===== config.mk =====
export PLATFORM = sky130hd
export DESIGN_NAME = fir_tap_sequencer_flat
export DESIGN_NICKNAME = d
export VERILOG_FILES = /design/src/rtl/fir_pkg.sv /design/src/rtl/fir_tap_sequencer_if.sv /design/src/rtl/fir_coef_bank.sv /design/src/rtl/fir_tap_sequencer.sv /design/src/flat_wrapper.sv
export SDC_FILE = /design/constraint.sdc
export NUM_CORES = 1
export LEC_CHECK = 0
export BUFFER_PORTS_ARGS = -buffer_cell sky130_fd_sc_hd__buf_2
export CAP_MARGIN = 0
export CORE_MARGIN = 2
export CORE_UTILIZATION = 25
export DETAILED_ROUTE_END_ITERATION = 8
export GPL_TIMING_DRIVEN = 0
export PLACE_DENSITY = 0.47
export SETUP_SLACK_MARGIN = 0.05
export SYNTH_ARGS = -nofsm -noshare
export SYNTH_HDL_FRONTEND = slang
export SYNTH_HIERARCHICAL = 1
export SYNTH_SLANG_ARGS = --single-unit

===== constraint.sdc =====
create_clock -name clk -period 9.6 [get_ports clk]
set_clock_uncertainty 0.2 [all_clocks]
set_input_delay 1.92 -clock clk [delete_from_list [all_inputs] [get_ports clk]]
set_output_delay 1.92 -clock clk [all_outputs]
set_load 0.05 [all_outputs]

===== src/rtl/fir_pkg.sv =====
// fir_pkg: widths, FSM state type, default coefficients and output saturation shared by fir_tap_sequencer.
package fir_pkg;
    localparam int NTAPS = 17;
    localparam int DW    = 8;
    localparam int CW    = 16;
    localparam int OW    = 10;
    localparam int ACCW  = 29;
    localparam int PW    = DW + CW;
    localparam int KW    = 5;
    localparam logic [KW-1:0] NTAPS_K = KW'(NTAPS);
    localparam logic [KW-1:0] LAST_K  = KW'(NTAPS - 1);
    localparam logic signed [ACCW-1:0] SAT_HI = ACCW'(2 ** (PW - 1) - 1);
    localparam logic signed [ACCW-1:0] SAT_LO = ~SAT_HI;
    localparam logic signed [CW-1:0] COEF_DEFAULT [NTAPS] = '{
        16'sd0, -16'sd2639, -16'sd3331, 16'sd0, 16'sd6747, 16'sd13535, 16'sd16384, 16'sd13535,
        16'sd6747, 16'sd0, -16'sd3331, -16'sd2639, 16'sd0, 16'sd0, 16'sd0, 16'sd0, 16'sd0
    };

    typedef enum logic [1:0] {IDLE, MAC, OUT} state_t;

    // Clamp to the 24-bit product range, then keep the Q1.14 integer part (floor).
    function automatic logic signed [OW-1:0] sat_out(input logic signed [ACCW-1:0] a);
        logic signed [ACCW-1:0] c;
        c = a > SAT_HI ? SAT_HI : (a < SAT_LO ? SAT_LO : a);
        return c[PW-1:PW-OW];
    endfunction
endpackage


===== src/rtl/fir_tap_sequencer_if.sv =====
// fir_tap_sequencer_if: sample-in and result-out valid/ready handshakes of fir_tap_sequencer.
interface fir_tap_sequencer_if;
    import fir_pkg::*;
    logic                 in_valid;
    logic                 in_ready;
    logic signed [DW-1:0] in_data;
    logic                 out_valid;
    logic                 out_ready;
    logic signed [OW-1:0] out_data;

    modport master (output in_valid, in_data, out_ready, input in_ready, out_valid, out_data);
    modport slave  (input in_valid, in_data, out_ready, output in_ready, out_valid, out_data);
endinterface


===== src/rtl/fir_coef_bank.sv =====
// fir_coef_bank: coefficient store read combinationally by tap index.
// FIR_COEF_LOAD_EN adds a write port with reset to defaults; otherwise it is a constant ROM.
module fir_coef_bank
    import fir_pkg::*;
(
`ifdef FIR_COEF_LOAD_EN
    input  logic                 clk,
    input  logic                 rst_n,
    input  logic                 we,
    input  logic [4:0]           addr,
    input  logic signed [CW-1:0] data,
`endif
    input  logic [KW-1:0]        k,
    output logic signed [CW-1:0] coef
);
`ifdef FIR_COEF_LOAD_EN
    logic signed [CW-1:0] mem [NTAPS];

    always_ff @(posedge clk or negedge rst_n) begin
        if (!rst_n) begin
            for (int i = 0; i < NTAPS; i++) mem[i] <= COEF_DEFAULT[i];
        end else if (we && addr < NTAPS_K) begin
            mem[addr] <= data;
        end
    end

    assign coef = k < NTAPS_K ? mem[k] : '0;
`else
    assign coef = k < NTAPS_K ? COEF_DEFAULT[k] : '0;
`endif
endmodule


===== src/rtl/fir_tap_sequencer.sv =====
// fir_tap_sequencer: 17-tap FIR sharing one multiplier and accumulator, one tap per cycle.
// FIR_COEF_LOAD_EN exposes runtime coefficient writes accepted only while idle.
module fir_tap_sequencer
    import fir_pkg::*;
(
    input  logic                 clk,
    input  logic                 rst_n,
    fir_tap_sequencer_if.slave   bus,
`ifdef FIR_COEF_LOAD_EN
    input  logic                 coef_we,
    input  logic [4:0]           coef_addr,
    input  logic signed [CW-1:0] coef_data,
`endif
    output logic                 busy
);
    state_t state, state_nx;
    logic run, accept, last;
    logic [KW-1:0] k, wr_ptr, rd_idx;
    logic signed [DW-1:0] sbuf [NTAPS];
    logic signed [CW-1:0] coef;
    logic signed [PW-1:0] prod;
    logic signed [ACCW-1:0] acc, acc_nx;

    fir_coef_bank u_coef (
`ifdef FIR_COEF_LOAD_EN
        .clk   (clk),
        .rst_n (rst_n),
        .we    (coef_we && state == IDLE),
        .addr  (coef_addr),
        .data  (coef_data),
`endif
        .k     (k),
        .coef  (coef)
    );

    assign accept       = bus.in_valid && bus.in_ready;
    assign last         = state == MAC && k == LAST_K;
    // Tap k reads the sample k steps older than the newest, walking backwards around the ring.
    assign rd_idx       = wr_ptr >= k ? wr_ptr - k : wr_ptr + NTAPS_K - k;
    assign prod         = PW'(coef) * PW'(sbuf[rd_idx]);
    assign acc_nx       = acc + ACCW'(prod);
    // run keeps in_ready low until the first edge after reset release.
    assign bus.in_ready  = run && state == IDLE;
    assign bus.out_valid = state == OUT;
    assign busy          = state != IDLE;

    always_comb begin
        state_nx = accept ? MAC : last ? OUT : (state == OUT && bus.out_ready) ? IDLE : state;
    end

    always_ff @(posedge clk or negedge rst_n) begin
        if (!rst_n) begin
            state <= IDLE;
            run   <= 1'b0;
        end else begin
            state <= state_nx;
            run   <= 1'b1;
        end
    end

    always_ff @(posedge clk or negedge rst_n) begin
        if (!rst_n) begin
            for (int i = 0; i < NTAPS; i++) sbuf[i] <= '0;
            acc          <= '0;
            k            <= '0;
            wr_ptr       <= '0;
            bus.out_data <= '0;
        end else if (accept) begin
            sbuf[wr_ptr] <= bus.in_data;
            acc          <= '0;
            k            <= '0;
        end else if (state == MAC) begin
            acc <= acc_nx;
            k   <= last ? k : k + 1'b1;
            if (last) begin
                wr_ptr       <= wr_ptr == LAST_K ? '0 : wr_ptr + 1'b1;
                bus.out_data <= sat_out(acc_nx);
            end
        end
    end
endmodule


===== src/flat_wrapper.sv =====
// flat-port wrapper written by rule: the top's interface ports become plain ports
module fir_tap_sequencer_flat import fir_pkg::*;
  (clk, rst_n, busy, bus_in_valid, bus_in_data, bus_out_ready, bus_in_ready, bus_out_valid, bus_out_data);
  fir_tap_sequencer_if bus_i ();
  input  logic clk;
  input  logic rst_n;
  output logic busy;
  input wire logic [$bits(bus_i.in_valid)-1:0] bus_in_valid;
  input wire logic [$bits(bus_i.in_data)-1:0] bus_in_data;
  input wire logic [$bits(bus_i.out_ready)-1:0] bus_out_ready;
  output wire logic [$bits(bus_i.in_ready)-1:0] bus_in_ready;
  output wire logic [$bits(bus_i.out_valid)-1:0] bus_out_valid;
  output wire logic [$bits(bus_i.out_data)-1:0] bus_out_data;
  assign bus_i.in_valid = bus_in_valid;
  assign bus_i.in_data = bus_in_data;
  assign bus_i.out_ready = bus_out_ready;
  assign bus_in_ready = bus_i.in_ready;
  assign bus_out_valid = bus_i.out_valid;
  assign bus_out_data = bus_i.out_data;
  fir_tap_sequencer u_core (.clk(clk), .rst_n(rst_n), .bus(bus_i), .busy(busy));
endmodule

# Word level (Yosys, flattened, before mapping)
# Memories as Yosys holds them, arrays and structs flattened.
# Cells that the tools add are included.
[totals]
ram_bits = 0
word_cells = 80
output_inout_bits = 13
mem_bits_ro = 512
reg_bits = 188
latch_bits = 0
memories = 1
[classes]
bitwise = 4
n_shift = 0
mul = 1
addsub = 6
reduce_logical = 11
div = 0
eq_ne = 5
order_cmp = 8
n_mux = 21
[mem_list]
columns = ["name", "depth", "width", "read_ports", "rd_ports_with_merged_regs", "wr", "line_no", "source"]
rows = [
  ["(name not given)", 32, 16, 1, 0, 0, "fir_coef_bank.sv:29", "assign coef = k < NTAPS_K ? COEF_DEFAULT[k] : '0;"],
]
[op_table]
columns = ["op", "n"]
rows = [
  ["$bwmux W136", 1],
  ["$mux W29", 2],
  ["$mux W16", 3],
  ["$mux W24", 2],
  ["$bmux W8 S5", 1],
  ["$demux W8 S5", 1],
  ["$add A29 B24 Y29", 1],
  ["$gt A29 B24 Y1 const B", 1],
  ["$lt A29 B24 Y1 const B", 1],
  ["$mux W5", 5],
  ["$mul A16 B8 Y24", 1],
  ["$mux W8", 3],
  ["$ge A6 B6 Y1 const B", 3],
  ["$not A5 Y6", 3],
  ["$add A5 B1 Y5 const B", 2],
  ["$eq A5 B5 Y1 const B", 2],
  ["$sub A5 B5 Y5", 2],
  ["$lt A6 B1 Y1 const B", 1],
  ["$mux W2", 3],
  ["$add A5 B5 Y5 const B", 1],
  ["$ge A5 B5 Y1", 1],
  ["$logic_and A1 B1 Y1", 5],
  ["$lt A5 B5 Y1 const B", 1],
  ["$reduce_bool A2 Y1", 2],
  ["8 further kinds", 8],
]

# Depth between registers and ports, before layout
[logic_depth]
depth_word = 12
ltp_mapped = 35
mapped_depth_nobuf = 31

# Modules after synthesis
# Netlist, hierarchy kept.
[modules_own_cells]
columns = ["module", "cells_per_inst", "area_per_inst_um2", "n_inst", "seq_area_each_um2"]
rows = [
  ["fir_tap_sequencer", 1444, 15424.8, 1, 4704.5],
  ["fir_coef_bank", 44, 339.1, 1, 0.0],
]

# Worst setup path after synthesis
# OpenSTA, ideal clock, no wires.
[synth_path]
path_type = "reg2reg"
from = "register u_core.k[3]"
to = "register u_core.bus.out_data[0]"
stages_incl_launch_ff = 33
slack_ns = 1.210
arrival_time_ns = 8.027
setup_ns = 0.163
path_buffers = 4
synth_period_minus_slack_ns = 8.390
path_cell_list = "dfrtp_1 -> inv_1 -> ha_1 -> inv_1 -> fa_1 -> nor3b_1 -> o21a_1 -> or4_1 -> buf_2 -> and2_1 -> buf_6 -> nor4_4 -> and2_0 -> buf_1 -> clkbuf_2 -> o21ai_0 -> fa_1 -> inv_1 -> fa_1 -> fa_1 -> fa_1 -> inv_1 -> fa_1 -> inv_1 -> ha_1 -> o211a_1 -> a211oi_2 -> o21ai_0 -> a21o_1 -> a211oi_1 -> o2111ai_1 -> o211ai_1 -> o311ai_0"
[synth_via]
elab_chain_len = 11
word_cells_on_any_way = 23
classes_between = "add/sub (3); mul (1); order compare (4); eq/ne (1); mux (9); bitwise (2); reduce/logical (2); memory (1)"
[synth_lines]
columns = ["element", "line_no", "source"]
rows = [
  ["start: declaration", "fir_tap_sequencer.sv:18", "logic [KW-1:0] k, wr_ptr, rd_idx;"],
  ["start signal: assignment", "fir_tap_sequencer.sv:74", "k <= last ? k : k + 1'b1;"],
  ["$sub A5 B5 Y5 or $ge A5 B5 Y1 (tied branches)", "fir_tap_sequencer.sv:39", "assign rd_idx = wr_ptr >= k ? wr_ptr - k : wr_ptr + NTAPS_K - k;"],
  ["$mux W5", "fir_tap_sequencer.sv:39", ""],
  ["$not A5 Y6 (not written as such)", "fir_tap_sequencer.sv:40", "assign prod = PW'(coef) * PW'(sbuf[rd_idx]);"],
  ["$bmux W8 S5", "fir_tap_sequencer.sv:40", ""],
  ["$mux W8 (not written as such) (2 in a row)", "fir_tap_sequencer.sv:40", ""],
  ["$mul A16 B8 Y24", "fir_tap_sequencer.sv:40", ""],
  ["$add A29 B24 Y29", "fir_tap_sequencer.sv:41", "assign acc_nx = acc + ACCW'(prod);"],
  ["$lt A29 B24 Y1", "fir_pkg.sv:24", "c = a > SAT_HI ? SAT_HI : (a < SAT_LO ? SAT_LO : a);"],
  ["$mux W24 (2 in a row)", "fir_pkg.sv:24", ""],
  ["end signal: assignment", "fir_tap_sequencer.sv:77", "bus.out_data <= sat_out(acc_nx);"],
  ["end: declaration", "fir_tap_sequencer_if.sv:12", "modport slave (input in_valid, in_data, out_ready, output in_ready, out_valid, out_data);"],
]
# Parallel ways exist; a longest one is shown, timed or not. The select of a mux whose other input is x is not followed.
# A chain may end at the register's enable or synchronous reset.

# Worst setup path after layout
[layout_path]
from = "register u_core.k[3]"
to = "register u_core.bus.out_data[4]"
# The elaborated chain is that of the path after synthesis.

==> results.json <==
{
  "clk_pin_slew_worst_paths_ns": 0.08,
  "cap_violations": 0,
  "slowest_delay_ns": 0.56,
  "grt.total_usage": 0.148,
  "cts-htree-levels": 4,
  "fin_nets": 1790,
  "ctsHoldBuffers": 0,
  "fmax_mhz": 108,
  "cts_root_buf": "clkbuf_16",
  "async_flop_share": 1.00,
  "status": "finished clean",
  "synth-edff-count": 0,
  "synth_top_family_by_area": "adder cells",
  "place_area_um2": 17000,
  "synth_mux_area_frac": 0.108,
  "fin_cells": 2400,
  "final_common_cell": "dfrtp_1",
  "grt_max_degree": 108,
  "finalHoldViolations": 0,
  "cts_tree": "built",
  "synth_xor_area_frac": 0.0200,
  "tns_ns": 0,
  "port_buffers": 24,
  "worst_setup_path_end_kind": "flip-flop",
  "synth_flop_cell": "dfrtp_1",
  "num_rows": 92,
  "postSynthCellCount": 1488,
  "ios": 25,
  "period_needed_ns": 9.24,
  "clock_path_buffers": 2,
  "wl_um": 46700,
  "layout_common_cells": "dfrtp_1 (186), fa_1 (152), inv_1 (144)",
  "relSlewSlack": 0.138,
  "fp.dieW_um": 255,
  "dp_hpwl_um": 34600,
  "fp.dieH_um": 255,
  "worst_slew_pin_slew_ns": 1.28,
  "ant_nets": 0,
  "drv_slew": 0,
  "placed_cells": 2359,
  "critPathLaunchType": "flip-flop",
  "drive_above_1_share": 0.207,
  "synth_compound_area_frac": 0.172,
  "slowest_stage": "fa_1",
  "grt_pass1_wl_um": 73200,
  "gp_congestion": 0.837,
  "numCtsBuffers": 17,
  "diodes": 0,
  "grt_setup_unrepaired": "no",
  "worstPathMaxFanout": 10,
  "hold_class": "flip-flop to flip-flop",
  "crit_top_cell": "fa_1",
  "via_per_inst": 4.86,
  "synth_fa_ha_area_frac": 0.261,
  "areaGrowthSynthToFinish_pct": 13.9,
  "vias": 11654,
  "core-area_um2": 62700,
  "grt_pass1_vias": 12247,
  "cts.sinks": 188,
  "die_area_um2": 65100,
  "fin_util": 0.286,
  "synth_warnings": 6,
  "insertion_delay_ns": 0.46,
  "antenna_found_initial": 0,
  "synth_seq_cells": 188,
  "grt.overflow.total": 0,
  "ys_seq_area_frac": 0.298,
  "drtIter0Drc": 818,
  "synth-simple-area-share": 0.0787,
  "crit_arrival_ns": 9.38,
  "synth_fp_nets": 1737,
  "initial_utilization": 0.251,
  "n_fill_cell": 6581,
  "synth_area_um2": 15800,
  "cp_top_family": "adder cells",
  "worstSetupPathType": "flip-flop to flip-flop",
  "crit_required_ns": 9.74,
  "design_area_um2": 18000,
  "path_buf_inv": 9,
  "timing.final.crit_share": 0.962,
  "drcViolationCount": 0,
  "avgSynthCellArea_um2": 10.6,
  "wl_per_cell_um": 19.5,
  "finalSetupViolCount": 0,
  "drt-pass1-iter-count": 5,
  "synth_cell_types": 75
}
==> through the flow <==
| stage | hold slack [ns] | setup slack (ns) |
|---|---|---|
| after floorplan | 0.272 | 1.21 |
| after global placement | 0.282 | -0.878 |
| after detailed placement | 0.287 | -0.946 |
| after CTS | 0.306 | 0.0576 |
| after global routing | 0.321 | 0.0245 |
| final | 0.293 | 0.365 |
==> flip-flops by register name, indices dropped and copies added, names as in the netlist <==
register and count:
u_core/acc 29, u_core/bus.out_data 10, u_core/k 5, u_core/run 1, u_core/sbuf 136, u_core/state 2
u_core/wr_ptr 5
==> routing by layer <==
metal,GRT usage,wire length (um),part of all wire
met4,0.0419,946,0.020
met5,0,0,0
met2,0.244,22400,0.48
met3,0.0223,2270,0.049
met1,0.201,21100,0.45
==> worst reg2reg max path, delay by kind of cell (launching register included) <==
| family | cells | cell delay, ns |
|---|---|---|
| flops | 1 | 0.43 |
| compound gates | 9 | 2.10 |
| fa+ha+maj | 8 | 3.52 |
| buf+inv | 9 | 1.08 |
| simple gates | 6 | 1.78 |
==> cell usage after synthesis, types with 9 or more instances <==
cell,n,area (um^2)
nand2_1,72,270
xnor2_1,26,228
fa_1,152,3040
o22ai_1,23,144
buf_2,16,80.1
clkbuf_1,57,214
nor2b_1,9,56.3
nand3b_1,17,128
o221ai_1,10,87.6
o31ai_1,21,158
o21ai_0,92,460
a21oi_1,65,325
mux2_2,141,1590
a311oi_1,16,140
nor2_1,16,60.1
mux2i_1,12,120
o21a_1,9,67.6
inv_1,144,541
a21o_1,17,128
xor2_1,10,87.6
and3_1,17,106
dfrtp_1,188,4700
o211ai_1,9,67.6
nand3_1,56,280
ha_1,85,1060
a21boi_0,73,548
==> repair_timing <==
item / CTS / global route
setup buffers: 9 / 2
resized for setup: 28 / 73
endpoints found under the setup margin: 12 / 13
endpoints found under the hold margin: 0 / 0
pin swaps: 5 / 11
==> cells by family after synthesis <==
group | after synthesis
AOI/OAI and AO/OA | 402
xor gates and xnor gates | 36
adders and majority gates | 238
buffers and inverters | 235
DFF | 188
muxes | 153
other | 1
and+or+nand+nor | 235
==> final timing paths <==
check / startpoint / endpoint / slack, ns / cells after the start
min: u_core/bus.out_data[8] / u_core/bus.out_data[8] / 0.29 / 2
min in group asynchronous: rst_n / u_core/sbuf[49] / 1.29 / 1
min reg2reg: u_core/bus.out_data[8] / u_core/bus.out_data[8] / 0.29 / 2
max: u_core/k[3] / u_core/bus.out_data[4] / 0.36 / 32
max reg2reg: u_core/k[3] / u_core/bus.out_data[4] / 0.36 / 32
max in group asynchronous: rst_n / u_core/acc[17] / 6.93 / 2
==> cell type report <==
type / count / area, um^2 / area share
Clock buffer: 17 / 425 / 0.0237
Clock inverter: 15 / 190 / 0.0106
Buffer: 88 / 439 / 0.0245
Sequential cell: 188 / 4710 / 0.262
Multi-Input combinational cell: 1065 / 10400 / 0.577
Inverter: 145 / 544 / 0.0303
Tap cell: 846 / 1060 / 0.0589
Timing Repair Buffer: 36 / 240 / 0.0134
Power is left out: the tool's default activity adds up to more than one toggle a clock period on the data nets, which glitch-free logic cannot reach.
